<file path="config.mk">
export PLATFORM = sky130hd
export DESIGN_NAME = cpu_wb
export DESIGN_NICKNAME = d
export VERILOG_FILES = /design/src/rtl/cpu_pkg.sv /design/src/rtl/wb_timeout_ctr.sv /design/src/rtl/cpu_wb.sv
export SDC_FILE = /design/constraint.sdc
export NUM_CORES = 1
export LEC_CHECK = 0
export ABC_AREA = 1
export CORE_UTILIZATION = 37
export DETAILED_ROUTE_END_ITERATION = 8
export MAX_ROUTING_LAYER = met4
export PLACE_DENSITY_LB_ADDON = 0.3
export SLEW_MARGIN = 20
export SYNTH_ARGS = -nofsm -noshare
export SYNTH_HDL_FRONTEND = slang
export SYNTH_HIERARCHICAL = 1
export SYNTH_SLANG_ARGS = --single-unit
</file>
<file path="constraint.sdc">
create_clock -name clk -period 1.8 [get_ports clk]
set_clock_uncertainty 0.15 [all_clocks]
set_input_delay 0.54 -clock clk [delete_from_list [all_inputs] [get_ports clk]]
set_output_delay 0.54 -clock clk [all_outputs]
set_load 0.02 [all_outputs]
</file>
<file path="src/rtl/cpu_pkg.sv">
// Shared CPU definitions: writeback FSM states, WBcontrols bit positions and the
// hard-wired zero register address.
package cpu_pkg;

  typedef enum logic [1:0] {
    IDLE      = 2'd0,
    WAIT_LOAD = 2'd1,
    WRITE     = 2'd2,
    HALTED    = 2'd3
  } wb_state_t;

  localparam int WB_MEMTOREG = 1;
  localparam int WB_WREN     = 0;

  localparam logic [3:0] REG_ZERO = 4'h0;

endpackage

</file>
<file path="src/rtl/wb_timeout_ctr.sv">
// Load-wait watchdog: a down-counter reloaded while cleared. expired is high in the
// last permitted wait cycle, so the wait lasts exactly LOAD_TIMEOUT cycles.
module wb_timeout_ctr #(
  parameter int LOAD_TIMEOUT = 16
) (
  input  logic clk,
  input  logic rst,
  input  logic clear,
  input  logic enable,
  output logic expired
);

  localparam int            CW       = (LOAD_TIMEOUT > 1) ? $clog2(LOAD_TIMEOUT) : 1;
  localparam logic [CW-1:0] LOAD_VAL = CW'(LOAD_TIMEOUT - 1);

  logic [CW-1:0] r_cnt;

  always_ff @(posedge clk or posedge rst) begin
    if (rst) begin
      r_cnt <= LOAD_VAL;
    end else if (clear) begin
      r_cnt <= LOAD_VAL;
    end else if (enable && (r_cnt != '0)) begin
      r_cnt <= r_cnt - CW'(1);
    end
  end

  assign expired = enable && (r_cnt == '0);

endmodule

</file>
<file path="src/rtl/cpu_wb.sv">
// Writeback stage: accepts one instruction at a time from MEM, waits for load data
// with a timeout, and pulses the register-file write. Optional WB_FWD_EN adds bypass outputs.
//   state     | meaning
//   IDLE      | ready for the next instruction from MEM
//   WAIT_LOAD | load accepted, waiting on mem_rd_valid (bounded by LOAD_TIMEOUT)
//   WRITE     | one-cycle register-file write slot; instruction retires
//   HALTED    | HLT retired, nothing more is accepted until reset
module cpu_wb
  import cpu_pkg::*;
#(
  parameter int LOAD_TIMEOUT = 16,
  parameter int DATA_W       = 16
) (
  input  logic              clk,
  input  logic              rst,
  input  logic              mem_valid,
  output logic              mem_ready,
  input  logic [1:0]        WBcontrols,
  input  logic [3:0]        dst_reg,
  input  logic [DATA_W-1:0] alu_result,
  input  logic              halt,
  input  logic [DATA_W-1:0] mem_rd_data,
  input  logic              mem_rd_valid,
  output logic [DATA_W-1:0] wrData,
  output logic [3:0]        regWriteIncomingAddr,
  output logic              regWriteControl,
  output logic              halted,
  output logic              load_err,
  output logic [15:0]       retire_count
`ifdef WB_FWD_EN
  ,
  output logic              fwd_valid,
  output logic [3:0]        fwd_reg,
  output logic [DATA_W-1:0] fwd_data
`endif
);

  wb_state_t         r_state;
  wb_state_t         w_next;
  logic              w_accept;
  logic              w_rd_take;
  logic              w_expired;
  logic              w_timeout;
  logic              w_retire;
  logic [DATA_W-1:0] r_wr_data;
  logic [3:0]        r_addr;
  logic              r_we;
  logic              r_load_err;
  logic [15:0]       r_retire;

  assign w_accept  = mem_valid && mem_ready;
  assign w_rd_take = (r_state == WAIT_LOAD) && mem_rd_valid;
  assign w_timeout = (r_state == WAIT_LOAD) && !mem_rd_valid && w_expired;
  assign w_retire  = (w_next == WRITE) || ((r_state == IDLE) && (w_next == HALTED));

  wb_timeout_ctr #(
    .LOAD_TIMEOUT(LOAD_TIMEOUT)
  ) u_timeout (
    .clk    (clk),
    .rst    (rst),
    .clear  (r_state != WAIT_LOAD),
    .enable (r_state == WAIT_LOAD),
    .expired(w_expired)
  );

  always_ff @(posedge clk or posedge rst) begin
    if (rst) begin
      r_state <= IDLE;
    end else begin
      r_state <= w_next;
    end
  end

  always_comb begin
    w_next = r_state;
    case (r_state)
      IDLE: begin
        if (w_accept) begin
          if (halt)                          w_next = HALTED;
          else if (WBcontrols[WB_MEMTOREG])  w_next = WAIT_LOAD;
          else                               w_next = WRITE;
        end
      end
      WAIT_LOAD: begin
        if (mem_rd_valid)   w_next = WRITE;
        else if (w_expired) w_next = IDLE;
      end
      WRITE:   w_next = IDLE;
      HALTED:  w_next = HALTED;
      default: w_next = IDLE;
    endcase
  end

  always_comb begin
    mem_ready       = 1'b0;
    regWriteControl = 1'b0;
    halted          = 1'b0;
    case (r_state)
      IDLE:    mem_ready       = !rst;
      WRITE:   regWriteControl = r_we;
      HALTED:  halted          = 1'b1;
      default: ;
    endcase
  end

  // R0 suppression is folded into the captured write enable at acceptance.
  always_ff @(posedge clk or posedge rst) begin
    if (rst) begin
      r_wr_data  <= '0;
      r_addr     <= REG_ZERO;
      r_we       <= 1'b0;
      r_load_err <= 1'b0;
      r_retire   <= 16'h0000;
    end else begin
      if (w_accept) begin
        r_wr_data <= alu_result;
        r_addr    <= dst_reg;
        r_we      <= WBcontrols[WB_WREN] && (dst_reg != REG_ZERO);
      end
      if (w_rd_take) begin
        r_wr_data <= mem_rd_data;
      end
      if (w_timeout) begin
        r_load_err <= 1'b1;
      end
      if (w_retire) begin
        r_retire <= r_retire + 16'd1;
      end
    end
  end

  assign wrData               = r_wr_data;
  assign regWriteIncomingAddr = r_addr;
  assign load_err             = r_load_err;
  assign retire_count         = r_retire;

`ifdef WB_FWD_EN
  assign fwd_valid = regWriteControl;
  assign fwd_reg   = regWriteIncomingAddr;
  assign fwd_data  = wrData;
`endif

endmodule
</file>
# Yosys cells after proc, flatten, opt, wreduce, memory -nomap -nowiden

Index checks and enable logic that the tools add are counted.

Logic and storage cells: 45
Output and inout bits: 40
Register bits: 44
Bits of input ports: 43

Reductions and logical operators: 17
Muxes and demuxes: 13
Equal/unequal tests: 6
Add/subtract/negate cells: 2

Operator list:

| kind                  | count |
|---|---|
| $mux 16               | 2 |
| $add 16x1->16 const B | 1 |
| $mux 2                | 5 |
| $eq 2x2->1 const B    | 4 |
| $logic_and 1x1->1     | 8 |
| $mux 4                | 2 |
| $pmux 2 s4            | 1 |
| $reduce_bool 4->1     | 2 |
| $logic_not 4->1       | 1 |
| $reduce_bool 2->1     | 2 |
| $sub 4x1->4 const B   | 1 |
| $mux 1                | 3 |
| $eq 2x1->1 const B    | 1 |
| $logic_not 1->1       | 2 |
| $logic_not 2->1       | 1 |
| $ne 2x1->1 const B    | 1 |
| $logic_or 1x1->1      | 1 |

# Longest topological paths before layout

Depth after elaboration: 8
Depth in mapped cells: 14
Gate-level depth less buffers: 13

# Hierarchy

The synthesis kept the hierarchy.

Modules (own cells, without submodules):

| module         | area each (µm²) | instances | cells an instance | seq. area each (µm²) |
|---|---|---|---|---|
| cpu_wb         | 2114.5          | 1         | 279               | 1001.0 |
| wb_timeout_ctr | 265.3           | 1         | 35                | 105.1 |

# Least setup slack after synthesis

OpenSTA, ideal clock, no wires.

Path type: input to register
Start: in rst
End: reg r_addr[3], in the netlist regWriteIncomingAddr[3]
Library setup time: 0.125 ns
Cell stages on the path: 4
Path slack: -0.680 ns
Required time: 1.525 ns
Data arrival time: 2.206 ns
Path buffers: 1
Cell sequence: inv_1 nand3_1 buf_2 mux2_2

Word-level cells in the longest chain between the ends: 3

Ends and longest elaborated chain:

| what                      | line          | text |
|---|---|---|
| from (decl)               | cpu_wb.sv:15  | `input logic rst,` |
| $logic_not 1->1 (no line) | n/a           |  |
| $mux 1                    | cpu_wb.sv:98  | `case (r_state)` |
| $logic_and 1x1->1         | cpu_wb.sv:51  | `assign w_accept = mem_valid && mem_ready;` |
| to (signal assigned)      | cpu_wb.sv:117 | `r_addr <= dst_reg;` |
| to (decl)                 | cpu_wb.sv:46  | `logic [3:0] r_addr;` |

No other way between the ends.
A chain may end at the register's enable or synchronous reset.

# Final worst setup path

Start: reg r_state[1]
End: out mem_ready

Word-level cells in the longest chain between the ends: 2

Ends and longest elaborated chain:

| what                   | line         | text |
|---|---|---|
| from (decl)            | cpu_wb.sv:38 | `wb_state_t r_state;` |
| from (signal assigned) | cpu_wb.sv:70 | `r_state <= w_next;` |
| $logic_not 2->1        | cpu_wb.sv:98 |  |
| $mux 1                 | cpu_wb.sv:98 |  |
| to (decl)              | cpu_wb.sv:17 | `output logic mem_ready,` |

No other way between the ends.

==> flow_summary.ini <==
[drt]
post-route-drc-count = 0
wl_per_cell_um = 11.7
firstDrtPassIters = 4
vias = 2401
drtIter0Drc = 124
vias_per_cell = 4.69
wl_um = 5970
ant_nets = 0

[place]
numPortBuffers = 82
gp_congestion = 0.800
placed_cells = 498
pre_cts_slack_ns = -0.611
dp_hpwl_um = 4430
placed_cell_area_um2 = 3520

[pwr]
sw_frac_of_total_pct = 41.8
power.switching_mw = 1.90
p_int_mw = 2.65
cellPowerDensity_nw_per_um2 = 1240
seqPwrFrac_pct = 33.1
vdd_ir_drop_max_mv = 0.648
p_leak_nw = 1.81
clkPwrFrac_pct = 14.5
comb_power_share_pct = 52.4

[run]
cap_violations = 0

[floorplanning]
rows = 28
start_util_pct = 39.3
io_pins = 83
die_area_um2 = 6760
core_um2 = 6060
dieHeight_um = 82.2
chipWidth_um = 82.2

[timing]
setup_slack_ns = 0.00305
rsz0062_at_grt = yes
min_period_ns = 1.80
worst_pin_slew_ns = 0.371
final.setup.tns_ns = 0
slew-limit-headroom_pct = 75.2
hold_violations = 0
min_period_over_period_pct = 99.8
final_max_slew_viol_count = 0
clock.fmax_mhz = 557
hold_slack_ns = 0.332
setup_viol = 0

[yosys]
synthCells = 314
syn_avg_cell_area_um2 = 7.58
synthTopCellsByArea = dfrtp_1, nand2_1, nor2_1, dfstp_2, a31oi_1
synth_seq_area_share_pct = 46.5
yosys_warnings = 6
synth_top_cell_by_area = dfrtp_1
synth_area_um2 = 2380
synthesis.nets = 359
synth_top_area_share_pct = 42.1
ys_types = 25
ys_ff_latch = 44

[final_layout]
final_area_um2 = 3690
drive_above_1_share_pct = 21.1
layout_common_cells = nand2_1, clkdlybuf4s50_1, dfrtp_1
diodes = 0
multi_input_area_um2 = 1180
fin_cells = 512
final_common_cell = nand2_1
area_growth_pct = 55.0
register_area_um2 = 1110
fillers = 565
fin_nets = 481

[setup_path]
r2r_end = retire_count[15]
cp_top_family = flip-flops
timing.rr.start = r_state[1]
endpoint_kind = output port
path_buf_inv = 2
ff2ff_path_depth = 14
max_stage_delay_ns = 0.40
slowest_stage = dfrtp_1
crit_type = reg2out
cpMostUsedCell = buf_4
crit_fanout = 3
crit_path_start_kind = flop
path_cells = buf_4 -> nor3_2 -> buf_4
required_ns = 1.11
cp.arrival_ns = 1.11
reg2reg_setup_slack_ns = 0.05

[hold_path]
hp-start = load_err
min_to = load_err
hp-class = reg2reg
worstHoldPathCells = 1

[clock_tree]
cts_root_buffer = clkbuf_8
clkTransAtPathRegs_ns = 0.09
cts_buffers = 5
clockBufferDepth = 2
cts_tree = done
postCtsHoldBufs = 0
cts_htree_levels = 2
clock_latency_ns = 0.30
numClockSinks = 44

[status]
outcome = completed

[grt]
grt_pass1_wl_um = 9930
grtUsageTotal_pct = 20.0
antenna_found_initial = 0
grt_pass1_vias = 2228
globalRouteOverflowTotal = 0
grt_start_max_net_pins = 33
## through the flow
stage	util (%)	total power, mW
4_1_cts	59.5	4.49
3_5_place_dp	58.1	3.96
3_3_place_gp	58.1	3.91
5_1_grt	60.9	4.91
6_report	60.9	4.56
2_1_floorplan	-	2.89
## cell families after synthesis
group | count (synthesis) | synth area share, %
adders and majority gates | 2 | 1.05
buffers and inverters | 37 | 7.25
DFF | 44 | 46.5
muxes | 1 | 0.473
AOI/OAI and AO/OA | 30 | 7.62
xor gates and xnor gates | 7 | 2.58
and+or+nand+nor | 193 | 34.5
## power groups by stage
| stage | Combinational [mW] | Clock, mW | Sequential, mW |
|---|---|---|---|
| floorplan | 1.01 | 0 | 1.88 |
| global route | 2.65 | 0.719 | 1.55 |
| finish | 2.39 | 0.663 | 1.51 |
| global placement | 2.38 | 0 | 1.52 |
| detailed placement | 2.43 | 0 | 1.53 |
| CTS | 2.31 | 0.676 | 1.51 |
## how the worst max path moves through the flow
stage	from	end	slack [ns]	cells past startpoint
finish	r_state[1]	mem_ready	0.003	3
global route	r_state[0]	halted	-0.05	3
CTS	rst	mem_ready	-0.17	3
detailed placement	rst	mem_ready	-0.61	3
global placement	rst	mem_ready	-0.61	3
floorplan	rst	retire_count[0]	-0.35	8
## synth_stat cells, drive strengths merged
| cell type | number |
|---|---|
| xnor2 | 6 |
| nor3 | 1 |
| nand3 | 14 |
| o21ai | 13 |
| inv | 29 |
| a31o | 1 |
| nand2 | 131 |
| nor2 | 41 |
| dfrtp | 40 |
| mux2 | 1 |
| ha | 2 |
| buf | 8 |
| dfstp | 4 |
| a31oi | 16 |
| nand4 | 6 |
| xor2 | 1 |
## final cells by class
class,count,area share (%)
clock buffers,6,2.24
clock inverters,2,0.271
inverters,29,3.39
multi-input cells,233,31.9
flip-flops and latches,44,30.0
well taps,75,2.54
repair buffers,123,29.6
## sequential cells by signal (all words and copies together) (netlist names)
name	flops
load_err	1
wrData	16
u_timeout/r_cnt	4
r_state	2
regWriteIncomingAddr	4
retire_count	16
r_we	1
## per-layer routing
| layer | vias to the layer above | part of all wire [%] | wire length (µm) | GRT usage [%] |
|---|---|---|---|---|
| met1 | 1098 | 46 | 2750 | 24.9 |
| met5 | - | 0 | 0 | - |
| met2 | 63 | 47 | 2780 | 32.1 |
| met3 | 6 | 6.2 | 369 | 5.05 |
| met4 | 0 | 1.1 | 67 | 5.79 |
| li1 | 1234 | - | - | - |
## timing repair
action                                  4_1_cts  5_1_grt
pin swaps                                     4        4
endpoints found under the setup margin       56       29
gates resized for setup                      60       22
setup buffers                                 3        3
(Power assumes the default switching activity.)
